## src/rtl/adder_seq_pkg.sv

```systemverilog
// Shared state encoding and slice width for the serial slice adder.
package adder_seq_pkg;

  localparam int unsigned SLICE_W = 4;

  typedef enum logic [1:0] {
    IDLE = 2'd0,
    RUN  = 2'd1,
    DONE = 2'd2
  } state_t;

endpackage

```

## src/rtl/adder_slice4.sv

```systemverilog
// Combinational 4-bit ripple slice; also exposes the carry into bit 3 so the
// top slice can derive signed overflow.
module adder_slice4
  import adder_seq_pkg::*;
(
  input  logic [SLICE_W-1:0] a,
  input  logic [SLICE_W-1:0] b,
  input  logic               cin,
  output logic [SLICE_W-1:0] s,
  output logic               cout,
  output logic               c3
);

  logic [3:0] lo;
  logic [1:0] hi;

  always_comb begin
    lo   = {1'b0, a[2:0]} + {1'b0, b[2:0]} + {3'b000, cin};
    hi   = {1'b0, a[3]} + {1'b0, b[3]} + {1'b0, lo[3]};
    s    = {hi[0], lo[2:0]};
    cout = hi[1];
    c3   = lo[3];
  end

endmodule

```

## src/rtl/adder_sequencer.sv

```systemverilog
// Serial WIDTH-bit adder: one shared 4-bit slice, LSB slice first, one slice per cycle.
// Define ADDER_SEQUENCER_SUB_EN to add a 'sub' port selecting a-b.
module adder_sequencer
  import adder_seq_pkg::*;
#(
  parameter int unsigned WIDTH = 16
) (
  input  logic             clk,
  input  logic             reset,
  input  logic             start,
`ifdef ADDER_SEQUENCER_SUB_EN
  input  logic             sub,
`endif
  input  logic [WIDTH-1:0] a,
  input  logic [WIDTH-1:0] b,
  output logic             busy,
  output logic             done,
  output logic [WIDTH-1:0] sum,
  output logic             carryout,
  output logic             overflow
);

  localparam int unsigned N     = WIDTH / SLICE_W;
  localparam int unsigned IDX_W = $clog2(N);
  localparam logic [IDX_W-1:0] LAST = IDX_W'(N - 1);

  if ((WIDTH % SLICE_W) != 0 || WIDTH < 8) begin : g_bad_width
    $error("adder_sequencer: WIDTH must be a multiple of 4 and at least 8");
  end

  state_t             state_q, state_d;
  logic [IDX_W-1:0]   idx_q, idx_d;
  logic               carry_q, carry_d;
  logic [WIDTH-1:0]   a_q, a_d, b_q, b_d;
  logic [WIDTH-1:0]   res_q, res_d;
  logic [WIDTH-1:0]   sum_q, sum_d;
  logic               co_q, co_d, ov_q, ov_d;
  logic               sub_q, sub_d;
  logic               sub_in;

`ifdef ADDER_SEQUENCER_SUB_EN
  assign sub_in = sub;
`else
  assign sub_in = 1'b0;
`endif

  int unsigned        base;
  logic [SLICE_W-1:0] sl_a, sl_b, sl_s;
  logic               sl_cout, sl_c3;

  always_comb begin
    base = SLICE_W * 32'(idx_q);
    sl_a = a_q[base +: SLICE_W];
    sl_b = sub_q ? ~b_q[base +: SLICE_W] : b_q[base +: SLICE_W];
  end

  adder_slice4 u_slice (
    .a    (sl_a),
    .b    (sl_b),
    .cin  (carry_q),
    .s    (sl_s),
    .cout (sl_cout),
    .c3   (sl_c3)
  );

  always_comb begin
    state_d = state_q;
    idx_d   = idx_q;
    carry_d = carry_q;
    a_d     = a_q;
    b_d     = b_q;
    res_d   = res_q;
    sum_d   = sum_q;
    co_d    = co_q;
    ov_d    = ov_q;
    sub_d   = sub_q;
    case (state_q)
      IDLE: begin
        if (start) begin
          a_d     = a;
          b_d     = b;
          sub_d   = sub_in;
          idx_d   = '0;
          carry_d = sub_in; // subtraction is a + ~b + 1
          res_d   = '0;
          state_d = RUN;
        end
      end
      RUN: begin
        res_d[base +: SLICE_W] = sl_s;
        carry_d = sl_cout;
        idx_d   = idx_q + IDX_W'(1);
        if (idx_q == LAST) begin
          idx_d   = '0;
          sum_d   = res_d;
          co_d    = sl_cout;
          ov_d    = sl_c3 ^ sl_cout;
          state_d = DONE;
        end
      end
      DONE:    state_d = IDLE;
      default: state_d = IDLE;
    endcase
  end

  always_ff @(posedge clk or posedge reset) begin
    if (reset) begin
      state_q <= IDLE;
      idx_q   <= '0;
      carry_q <= 1'b0;
      a_q     <= '0;
      b_q     <= '0;
      res_q   <= '0;
      sum_q   <= '0;
      co_q    <= 1'b0;
      ov_q    <= 1'b0;
      sub_q   <= 1'b0;
    end else begin
      state_q <= state_d;
      idx_q   <= idx_d;
      carry_q <= carry_d;
      a_q     <= a_d;
      b_q     <= b_d;
      res_q   <= res_d;
      sum_q   <= sum_d;
      co_q    <= co_d;
      ov_q    <= ov_d;
      sub_q   <= sub_d;
    end
  end

  assign busy     = (state_q == RUN);
  assign done     = (state_q == DONE);
  assign sum      = sum_q;
  assign carryout = co_q;
  assign overflow = ov_q;

endmodule

```

## config.mk

```make
export PLATFORM = sky130hd
export DESIGN_NAME = adder_sequencer
export DESIGN_NICKNAME = d
export VERILOG_FILES = /design/src/rtl/adder_seq_pkg.sv /design/src/rtl/adder_slice4.sv /design/src/rtl/adder_sequencer.sv
export SDC_FILE = /design/constraint.sdc
export NUM_CORES = 1
export LEC_CHECK = 0
export ABC_AREA = 1
export BUFFER_PORTS_ARGS = -buffer_cell sky130_fd_sc_hd__buf_2
export CAP_MARGIN = 20
export CORE_ASPECT_RATIO = 1.2
export CORE_MARGIN = 5
export CORE_UTILIZATION = 25
export DETAILED_ROUTE_END_ITERATION = 8
export GPL_ROUTABILITY_DRIVEN = 0
export GPL_TIMING_DRIVEN = 0
export HOLD_SLACK_MARGIN = 0.06
export PLACE_DENSITY = 0.48
export SYNTH_ARGS = -nofsm -noshare
export SYNTH_HDL_FRONTEND = slang
export SYNTH_SLANG_ARGS = --single-unit
```

## constraint.sdc

```tcl
create_clock -name clk -period 6.6 [get_ports clk]
set_input_delay 1.32 -clock clk [delete_from_list [all_inputs] [get_ports clk]]
set_output_delay 1.32 -clock clk [all_outputs]
set_load 0.05 [all_outputs]
```

; Word-level counts from Yosys, hierarchy flattened
; Index checks and enable logic that the tools add are counted.
[op_classes]
n_mux = 11
reduce_logical = 6
shift = 4
addsub = 6
n_lt_le_gt_ge = 0
n_mul = 0
bitwise = 1
n_eq_ne = 5
n_div = 0
[op_table]
columns = operator, n
row1 = $neg 4->34, 1
row2 = $shift 4x34->16 const A, 1
row3 = $shiftx 4x34->16, 1
row4 = $pmux 16 s2, 1
row5 = $shiftx 16x5->4, 2
row6 = $bwmux 16, 1
row7 = $mux 16, 1
row8 = $mux 2, 4
row9 = $pmux 2 s2, 2
row10 = $reduce_and 2->1, 4
row11 = $add 3x3->4, 1
row12 = $add 4x1->4, 1
row13 = $eq 2x2->1 const B, 2
row14 = $add 1x1->2, 1
row15 = $add 2x1->2, 1
row16 = $add 2x1->2 const B, 1
row17 = $eq 2x1->1 const B, 1
row18 = $logic_not 2->1, 1
row19 = $ne 2x1->1 const B, 1
row20 = $ne 2x2->1 const B, 1
row21 = $pmux 1 s2, 1
row22 = $reduce_bool 2->1, 1
row23 = $mux 1, 1
row24 = $xor 1x1->1, 1
[word_totals]
out_inout_bits = 20
latchBits = 0
mem_count = 0
mem_bits_ro = 0
ram_bits = 0
word_cells = 42
ff_bits = 71

; Longest topological paths before layout
; Gate-level depths: netlist of the first run.
[depth]
depth_word = 7
mapped_depth = 15
mapped_depth_nobuf = 13

; By module
; A second synthesis of the first run with hierarchy kept.
[unflattened]
cells_unflattened = 461
hier_area_um2 = 3555.9
[by_module_without_submodules]
columns = module, cells_per_inst, area_each_um2, seq_area_each_um2, instances
row1 = adder_sequencer, 434, 3380.7, 1776.7, 1
row2 = adder_slice4, 27, 175.2, 0.0, 1

; Worst setup path after synthesis of the first run
; No wires, ideal clock.
[synth_timing]
path_kind = reg2reg
start = register idx_q[0]
end = register res_q[15]
stages_incl_launch_ff = 16
arrival_time_ps = 2630
t_required_ps = 6517
path_slack_ps = 3888
setup_ps = 83
n_path_buf = 2
cell_sequence = dfrtp_1 > inv_1 > buf_2 > buf_2 > o21ai_0 > o22ai_1 > fa_1 > inv_1 > nor2_1 > nor2_1 > inv_1 > fa_1 > nand3_1 > o22ai_1 > nand2_1 > o21ai_0
[synth_via]
elab_chain_len = 7
[synth_rtl]
columns = item, line_no
row1 = "start, declared", adder_sequencer.sv:32  ; logic [IDX_W-1:0] idx_q, idx_d;
row2 = "start signal, assigned", adder_sequencer.sv:120  ; idx_q <= idx_d;
row3 = $shiftx 16x5->4 (on tied branches), "adder_sequencer.sv:53, adder_sequencer.sv:54"
row4 = $add 3x3->4, adder_slice4.sv:18  ; lo = {1'b0, a[2:0]} + {1'b0, b[2:0]} + {3'b000, cin};
row5 = $add 4x1->4, adder_slice4.sv:18
row6 = $add 2x1->2, adder_slice4.sv:19  ; hi = {1'b0, a[3]} + {1'b0, b[3]} + {1'b0, lo[3]};
row7 = $shiftx 4x34->16, adder_sequencer.sv:90  ; res_d[base +: SLICE_W] = sl_s;
row8 = $bwmux 16 *, adder_sequencer.sv:90
row9 = $pmux 16 s2 *, adder_sequencer.sv:77  ; case (state_q)
row10 = "end signal, assigned", adder_sequencer.sv:124  ; res_q <= res_d;
row11 = "end, declared", adder_sequencer.sv:35  ; logic [WIDTH-1:0] res_q, res_d;
; Every way passes the cells marked *; elsewhere a longest branch is shown, timed or not.
; A chain may end at the register's enable or synchronous reset.

; Worst setup path in the final report of the first run
[layout_timing]
start = register idx_q[1]
end = register res_q[7]
; Same word-level chain as after synthesis.

==> metrics.md, run 1 <==
| Metric | Value |
|---|---|
| Status | completed |
| DR vias | between 2000 and 3000 |
| CTS resizes | 0 |
| Grt peak-use layer | met2 |
| Pleak | 2.25 nW |
| Initial antenna violation count | 0 |
| Vias/cell | 4.28 |
| First-pass GRT wire length | about 15 mm |
| Vias in the first global route | 2964 |
| Detailed Routing Iterations Pass 1 | 5 |
| Die height | 137 µm |
| Yosys top cell by area | dfrtp_1 |
| Rel. slew slack | roughly 63% |
| Setup WS pre-CTS | around 3.3 ns |
| I/O Pins | 55 |
| Worst path required time | 6.85 ns |
| Startpoint types | register |
| Worst-path clk slew | roughly 0.06 ns |
| Layout cells sized above 1 | 19.1% |
| Synth Warn # | 0 |
| Seq. cell area | around 0.0018 mm² |
| CTS Root Cell | clkbuf_16 |
| Final setup viols | 0 |
| Setup ws final | 3.26 ns |
| Antenna Nets Post-Route | 0 |
| Post-route DRC | 0 |
| Yosys top cell area share | between 50% and 60% |
| Die ar. | 0.0159 mm² |
| WL/cell | 13.1 µm |
| Global route overflow | 0 |
| CP arrival | 3.60 ns |
| Final WL | just under 9 mm |
| Grt met3 use | 2.99% |
| CORE AREA | approximately 0.013 mm² |
| Postcts setup bufs | 0 |
| Multi-input gate area | 0.00135 mm² |
| Maximum Capacitance Violations | 0 |
| Count leader, synth | nand2_1 |
| Worst-margin pin slew | 0.548 ns |
| Fin crit period | 3.34 ns |
| Syn_area_per_cell | 7.99 µm² |
| Hold-fix buffers, CTS | 0 |
| Synth area leaders | dfrtp_1 53%, nand2_1 23%, o21ai_0 4.6% |
| TritonCTS clock tree | built |
| Syn Std Cell Area | 0.00337 mm² |
| Total track usage | 11.8% |
| R2R setup slack | ~3.3 ns |
| F_max | 0.299 GHz |
| Synth Register Bits | 71 |
| Most instantiated cells after synthesis | 204 x nand2_1, 71 x dfrtp_1, 33 x inv_1 |
| Clock Path Buffers | 2 |
| CTS Sinks | 71 |
| Largest net degree at the start of global routing | 42 |
| N_diodes | 0 |
| Worst Clk Skew | around 0.0064 ns |
| Pwr dens | 558 mW/mm² |
| Hold Path Class | reg2reg |
| Num rows | 46 |
| Die width | 116 µm |
| Pins Over Slew Limit | 0 |
| Primary FF master, synth | dfrtp_1 |
| Post-Syn Instances | 422 |
| H-tree Lvls | 3 |
| Skew-Pair Late Insertion Delay | between 0.3 and 0.4 ns |
| Crit path capture type | register |
| RSZ-0062 raised after global routing | false |
| Worst ir drop on vdd | 0.000175 V |
| Layout net count | 534 |
| Register area share after synthesis | 52.7% |
| Fin Hold WS | around 0.47 ns |
| Area delta synth->final | 24.5% |
| DRT iter0 DRCs | roughly 120 |
| M2 GR Usage | 19.8% |
| CP Class | reg2reg |
| Number of CTS-inserted buffers | 9 |
| Fraction of registers with async set or reset after synthesis | 100% |
| Final Cycle Share | between 50% and 60% |
| IO Port Bufs | 54 |
| TNS Setup | 0 ns |
| Number of synthesized flops with an enable pin | 0 |
| Post-Syn Nets | around 470 |
| Final core occ | between 30% and 40% |
| Detail Placement HPWL | 6.46 mm |
| Final Hold Vio Count | 0 |
| Met1 Usage GRT | 14.6% |
| Crit Path Max Fanout | 12 |
| Starting Density | about 25% |
| Yosys cell types | 23 |
| Filler cells | 1492 |
-- state kept, by name, summed over array words and instances, names as in the netlist --
signal	count
a_q	16
b_q	16
res_q	16
sum	16
idx_q	2
state_q	2
carry_q	1
carryout	1
overflow	1
-- through the flow --
| step | area (µm²) | std cells | total power, mW |
|---|---|---|---|
| finish | 4200 | 661 | 2.34 |
| floorplan | 3370 | 422 | 1.51 |
| global placement | 3850 | 644 | 1.83 |
| CTS | 4200 | 661 | 2.38 |
| global route | 4200 | 661 | 2.56 |
| detailed placement | 3880 | 645 | 1.84 |
-- metal layers --
metal,share of wire (%),wire length [µm]
met5,0,0
met4,1.5,127
met3,4.8,414
met2,49,4250
met1,45,3870
-- critical path: stages, from the launching register on --
cell      delay (ns)
dfrtp_1         0.50
inv_1           0.17
clkbuf_1        0.45
o21ai_0         0.18
o22ai_1         0.17
ha_1            0.29
nand2_1         0.07
nand2_1         0.05
nor2_1          0.15
inv_1           0.10
fa_1            0.58
nand3_1         0.17
o22ai_1         0.23
nand2_1         0.07
o21ai_0         0.08
-- logic make-up (layout without fill, tap and decap cells) --
group	after synthesis	in the layout	share of synthesized area (%)
compound gates	52	52	8.49
fa+ha+maj	11	11	4.75
buf+inv	55	126	7.23
simple gates	233	233	26.9
flops	71	71	52.7
-- layout make-up --
cell class	count	share of cell area, %
Buffer	16	2.29
Clock buffer	9	5.36
Clock inverter	7	2.32
Inverter	39	3.58
Multi-Input combinational cell	296	32.2
Sequential cell	71	42.3
Tap cell	168	5.01
Timing Repair Buffer	55	6.91
-- cell usage in the layout (no fill, tap or decap), types with 2 or more instances in the layout --
| cell | instances |
|---|---|
| inv_2 | 4 |
| bufinv_16 | 2 |
| buf_2 | 65 |
| clkinv_4 | 2 |
| o22ai_1 | 15 |
| buf_6 | 3 |
| nand4_1 | 3 |
| clkinvlp_4 | 2 |
| nand3_1 | 7 |
| clkbuf_16 | 9 |
| nor2_1 | 15 |
| dfrtp_1 | 71 |
| clkinv_2 | 2 |
| fa_1 | 3 |
| nand2_1 | 204 |
| a21oi_1 | 3 |
| ha_1 | 8 |
| a32oi_1 | 2 |
| inv_1 | 32 |
| o21ai_0 | 31 |
| clkbuf_1 | 2 |
-- final timing paths --
check	endpoint	from	depth (start not counted)
hold reg to reg	a_q[7]$_DFFE_PP0P_	a_q[7]$_DFFE_PP0P_	2
setup / recovery	res_q[7]$_DFFE_PP0P_	idx_q[1]$_DFFE_PP0P_	14
max in group asynchronous	sum[4]$_DFFE_PP0P_	reset	3
min in group asynchronous	b_q[11]$_DFFE_PP0P_	reset	2
setup reg to reg	res_q[7]$_DFFE_PP0P_	idx_q[1]$_DFFE_PP0P_	14
hold / removal	a_q[7]$_DFFE_PP0P_	a_q[7]$_DFFE_PP0P_	2
-- power breakdown --
part / switching (mW) / internal, mW / leakage [nW]
registers: 0.102 / 0.611 / 0.926
logic: 0.764 / 0.337 / 1.18
clock network: 0.196 / 0.331 / 0.152
Power figures use the tool's default switching activity.
==> run 2: changes to the inputs <==
PLACE_DENSITY = 0.49   (was 0.48)
clock period = 3.01 ns   (was 6.6 ns; I/O delays follow)
==> run 2 against run 1 <==
  * Clock power increased by 92%
  * Routed wire length increased by 0.46%
  * First-iteration DRC count increased by 16%
  * Combinational power increased by 150%
  * Highest routed layer unchanged
==> metrics.md, run 2 (synthesized netlist as in run 1, its figures left out) <==
| Metric | Value |
|---|---|
| Switching Share | a little under half |
| Register-to-Register Path Depth | 14 |
| Crit path capture type | register |
| Combinational share of power | 51.3% |
| Layout cells sized above 1 | approximately a quarter |
| Clock Path Buffers | 2 |
| Detail Placement HPWL | 6.28 mm |
| Crit Path Max Fanout | 10 |
| TritonCTS clock tree | built |
| CTS Sinks | 71 |
| Crit-path cells | buf_4 -> buf_4 -> a21oi_1 -> a32oi_2 -> ha_1 -> nand2_1 -> nor2_1 -> nor2_2 -> inv_1 -> fa_2 -> nand3_4 -> o22ai_4 -> nand2_1 -> o21ai_0 |
| Global route overflow | 0 |
| Layout net count | ~540 |
| Final WL | 8.70 mm |
| Design area | 0.00430 mm² |
| Worst-path clk slew | 0.06 ns |
| Initial antenna violation count | 0 |
| IO Port Bufs | 54 |
| DR vias | 2888 |
| WL/cell | 13.1 µm |
| CP Class | reg2reg |
| CORE AREA | 0.0132 mm² |
| Leading cell types in the layout, fill and taps excluded | 204 x nand2_1, 69 x dfrtp_1, 62 x buf_2 |
| Starting Density | approximately a quarter |
| Vias in the first global route | 3004 |
| Number of CTS-inserted buffers | 9 |
| I/O Pins | 55 |
| Placed cell area | 0.00388 mm² |
| Maximum Capacitance Violations | 0 |
| Total power | 5.27 mW |
| RSZ-0062 raised after global routing | false |
| Antenna Nets Post-Route | 0 |
| Total track usage | 11.6% |
| Pwr dens | 1230 mW/mm² |
| Area delta synth->final | 27.3% |
| Worst path required time | 3.26 ns |
| CP Depth | 14 |
| Max stage delay on crit path | 0.63 ns |
| Skew-Pair Late Insertion Delay | 0.33 ns |
| Filler cells | 1439 |
| Rel. slew slack | 72.9% |
| Post-route DRC | 0 |
| Clock share of power | a little under a fifth |
| F_max | 0.355 GHz |
| Die width | between 100 and 150 µm |
| Final setup viols | 0 |
| CTS Root Cell | clkbuf_16 |
| Pleak | between 2 and 2.5 nW |
| CP arrival | 3.07 ns |
| Slowest cell on crit path | fa_2 |
| Die ar. | 0.0159 mm² |
| CP top delay family | adder cells |
| First-pass GRT wire length | 14.4 mm |
| Worst-margin pin slew | roughly 0.4 ns |
| Startpoint types | register |
| Num rows | 46 |
| Pins Over Slew Limit | 0 |
| Worst Clk Skew | 0.00556 ns |
| Largest net degree at the start of global routing | 72 |
| Most common cell after layout, fill and taps aside | nand2_1 |
| Worst ir drop on vdd | 0.000489 V |
| Psw | 2.43 mW |
| Status | completed |
| Worst Path Buf+Inv | 3 |
| Final Hold Vio Count | 0 |
| Die height | around 140 µm |
| Cell internal pwr | 2.83 mW |
| Detailed Routing Iterations Pass 1 | 4 |
| Final Cycle Share | 93.7% |
| Vias/cell | 4.34 |
| DRT iter0 DRCs | about 140 |
| H-tree Lvls | 3 |
| N_diodes | 0 |
| Sequential power share | about 30% |
| Hold Path Class | in2async |
| Fin crit period | between 2 and 3 ns |
==> run 2: through the flow <==
step           setup slack (ns)  cells  hold slack, ns  util, %  TNS (ns)
2_1_floorplan             0.298    422           0.437        -         0
3_3_place_gp             -0.350    644           0.449     29.1    -26.24
3_5_place_dp             -0.286    645           0.455     29.3     -1.67
4_1_cts                  0.0150    662           0.358     31.7         0
5_1_grt                  0.0126    665           0.384     32.4         0
6_report                  0.190    665           0.314     32.4         0
==> run 2: repair_timing <==
item,CTS,global route
endpoints found under the setup margin,10,9
resized for setup,8,29
cloned,0,0
hold buffers,0,0
pin swaps,0,3
setup buffers,1,3
==> run 2: power groups by stage <==
stage	Clock, mW	Sequential [mW]	Combinational [mW]
final	1.01	1.56	2.70
after global routing	1.08	1.61	3.04
after CTS	1.04	1.56	2.53
after detailed placement	0	1.58	2.45
after global placement	0	1.58	2.42
after floorplan	0	1.80	1.51
==> run 2: cell type report <==
class	count	area, µm²	share of cell area (%)
Multi-Input combinational cell	296	1420	33.1
Buffer	16	120	2.80
Clock buffer	10	239	5.56
Timing Repair Buffer	59	328	7.63
Inverter	39	150	3.50
Sequential cell	71	1780	41.4
Clock inverter	6	45.0	1.05
Tap cell	168	210	4.89
==> run 2: final timing paths <==
check | end | startpoint | slack (ns)
setup / recovery | res_q[7]$_DFFE_PP0P_ | idx_q[0]$_DFFE_PP0P_ | 0.19
hold / removal | res_q[6]$_DFFE_PP0P_ | reset | 0.31
setup reg to reg | res_q[7]$_DFFE_PP0P_ | idx_q[0]$_DFFE_PP0P_ | 0.19
hold reg to reg | sum[8]$_DFFE_PP0P_ | sum[8]$_DFFE_PP0P_ | 0.47
max in group asynchronous | idx_q[1]$_DFFE_PP0P_ | reset | 2.32
min in group clk | a_q[15]$_DFFE_PP0P_ | a[15] | 0.46
==> run 2: worst min-delay path, delay by kind of cell <==
family   cells  cell delay, ns
buf+inv      3            0.44
==> run 2: per-layer routing <==
| metal | vias to the layer above | wire length, µm | GRT usage [%] |
|---|---|---|---|
| met5 | - | 0 | 0 |
| met4 | 0 | 158 | 3.48 |
| met3 | 18 | 409 | 2.72 |
| met2 | 69 | 4300 | 20.0 |
| met1 | 1344 | 3830 | 14.3 |
| li1 | 1457 | - | - |
==> run 3: changes to the inputs <==
CORE_ASPECT_RATIO = 1.75   (was 1.2)
==> run 3 against run 2 <==
  * Register-to-register slack improved by 0.02 ns
  * Utilization rose by 0.061 points
  * Die area rose by 0.52%
  * Hold slack improved by 0.0056 ns
  * Largest cell class unchanged
==> metrics.md, run 3 (synthesized netlist as in run 1, its figures left out) <==
| Metric | Value |
|---|---|
| Crit Path Max Fanout | 12 |
| F_max | about 0.36 GHz |
| Starting Density | 25.3% |
| Switching Share | 45.8% |
| Fin crit period | 2.80 ns |
| Total power | 5.41 mW |
| Num rows | 56 |
| Skew-Pair Late Insertion Delay | 0.34 ns |
| Die width | 97.8 µm |
| Fin Hold WS | approximately 0.32 ns |
| TritonCTS clock tree | built |
| DR vias | 2934 |
| IO Port Bufs | 54 |
| Crit path capture type | register |
| Design area | 0.00433 mm² |
| Worst-path clk slew | 0.06 ns |
| CTS Sinks | 71 |
| Worst-margin pin slew | 0.364 ns |
| Max stage delay on crit path | 0.60 ns |
| WL/cell | 13.9 µm |
| H-tree Lvls | 3 |
| CTS Root Cell | clkbuf_16 |
| Detail Placement HPWL | 6.96 mm |
| N_diodes | 0 |
| Detailed Routing Iterations Pass 1 | 4 |
| Sequential power share | 29.4% |
| Rel. slew slack | around three quarters |
| CORE AREA | 0.0133 mm² |
| Antenna Nets Post-Route | 0 |
| Hold Path Class | in2async |
| Final core occ | 32.5% |
| Area delta synth->final | 28.3% |
| Final WL | 9.34 mm |
| Worst path required time | 3.26 ns |
| Slowest cell on crit path | fa_2 |
| Final Hold Vio Count | 0 |
| Pwr dens | 1250 mW/mm² |
| CP Class | reg2reg |
| Post-route DRC | 0 |
| Vias/cell | 4.37 |
| Initial antenna violation count | 0 |
| Crit-path cells | inv_1 -> buf_6 -> buf_12 -> o21ai_0 -> o22ai_1 -> ha_1 -> nand2_1 -> nor2_1 -> nor2_1 -> inv_1 -> fa_2 -> nand3_4 -> o22ai_4 -> nand2_1 -> o21ai_0 |
| Total track usage | 12.2% |
| Vias in the first global route | roughly 3000 |
| Most common cell after layout, fill and taps aside | nand2_1 |
| Pins Over Slew Limit | 0 |
| Worst ir drop on vdd | 0.000413 V |
| Layout cells sized above 1 | 23.3% |
| Worst Path Buf+Inv | 4 |
| First-pass GRT wire length | 15.2 mm |
| Global route overflow | 0 |
| Die height | 164 µm |
| Non-filler cells, final | 671 |
| Final setup viols | 0 |
| Worst Clk Skew | about 0.0072 ns |
| Final Cycle Share | 93.0% |
| Cell internal pwr | 2.93 mW |
| CP top delay family | adder cells |
| Placed cell area | ~0.0039 mm² |
| Number of CTS-inserted buffers | 9 |
| Filler cells | 1503 |
| Status | completed |
| Startpoint types | register |
| Combinational share of power | 50.3% |
| Largest net degree at the start of global routing | slightly above 70 |
| Inst Count DP | around 650 |
| Psw | 2.48 mW |
| Clock Path Buffers | 2 |
| I/O Pins | 55 |
| Maximum Capacitance Violations | 0 |
| DRT iter0 DRCs | between 100 and 150 |
| Layout net count | 538 |
| Pleak | around 2.3 nW |
| Leading cell types in the layout, fill and taps excluded | 204 x nand2_1, 69 x dfrtp_1, 63 x buf_2 |
| Die ar. | 0.0160 mm² |
| Clock share of power | 20.3% |
| CP arrival | 3.05 ns |
-- run 3: cell types whose count changed in the layout (fill, tap and decap cells not counted), sizes merged --
cell | before | now
bufinv | 0 | 1
inv | 38 | 37
-- run 3: per-layer routing --
layer / GRT usage [%] / vias to the layer above / wire, µm / part of all wire [%]
met5: 0 / - / 0 / 0
met4: 5.67 / 0 / 301 / 3.2
met3: 2.82 / 20 / 290 / 3.1
met2: 23.4 / 56 / 5310 / 57
met1: 12.4 / 1401 / 3440 / 37
li1: - / 1457 / - / -
-- run 3: per-stage QoR --
stage               worst slack [ns]  TNS [ns]
floorplan                      0.298         0
global placement              -0.330    -24.44
detailed placement            -0.294     -1.80
CTS                           0.0248         0
global route                -0.00270  -0.00270
finish                         0.210         0
-- run 3: final timing paths --
kind | from | depth (start not counted) | end | slack (ns)
setup / recovery | idx_q[0]$_DFFE_PP0P_ | 15 | res_q[15]$_DFFE_PP0P_ | 0.21
hold / removal | reset | 3 | b_q[15]$_DFFE_PP0P_ | 0.32
setup reg to reg | idx_q[0]$_DFFE_PP0P_ | 15 | res_q[15]$_DFFE_PP0P_ | 0.21
hold reg to reg | a_q[10]$_DFFE_PP0P_ | 2 | a_q[10]$_DFFE_PP0P_ | 0.47
max in group asynchronous | reset | 3 | sum[11]$_DFFE_PP0P_ | 2.36
min in group clk | a[14] | 3 | a_q[14]$_DFFE_PP0P_ | 0.46
-- run 3: layout make-up --
| class | count | area [µm²] | area share (%) |
|---|---|---|---|
| repair buffers | 59 | 328 | 7.57 |
| flip-flops and latches | 71 | 1780 | 41.1 |
| inverters | 39 | 150 | 3.47 |
| clock inverters | 6 | 70.1 | 1.62 |
| clock buffers | 10 | 239 | 5.52 |
| multi-input cells | 296 | 1420 | 32.8 |
| well taps | 174 | 218 | 5.03 |
| plain buffers | 16 | 126 | 2.92 |
-- run 3: power by group through the flow --
stage | registers [mW] | logic, mW | clock network, mW
after floorplan | 1.80 | 1.51 | 0
after global placement | 1.59 | 2.42 | 0
after detailed placement | 1.61 | 2.46 | 0
after CTS | 1.59 | 2.54 | 1.12
after global routing | 1.64 | 3.06 | 1.16
final | 1.59 | 2.72 | 1.10
-- run 3: repair_timing --
action / in CTS / in global routing
gates resized for setup: 11 / 22
hold buffers: 0 / 0
pin swaps: 2 / 6
setup endpoints to repair: 13 / 8
buffers inserted: 1 / 3
gates cloned: 0 / 0
-- run 3: worst reg2reg max path, cell delays in order (launching register included) --
cell and delay (ns):
dfrtp_2 0.39, inv_1 0.07, buf_6 0.14, buf_12 0.15, o21ai_0 0.15, o22ai_1 0.10, ha_1 0.35, nand2_1 0.08
nor2_1 0.04, nor2_1 0.14, inv_1 0.10, fa_2 0.60, nand3_4 0.13, o22ai_4 0.15, nand2_1 0.06, o21ai_0 0.08
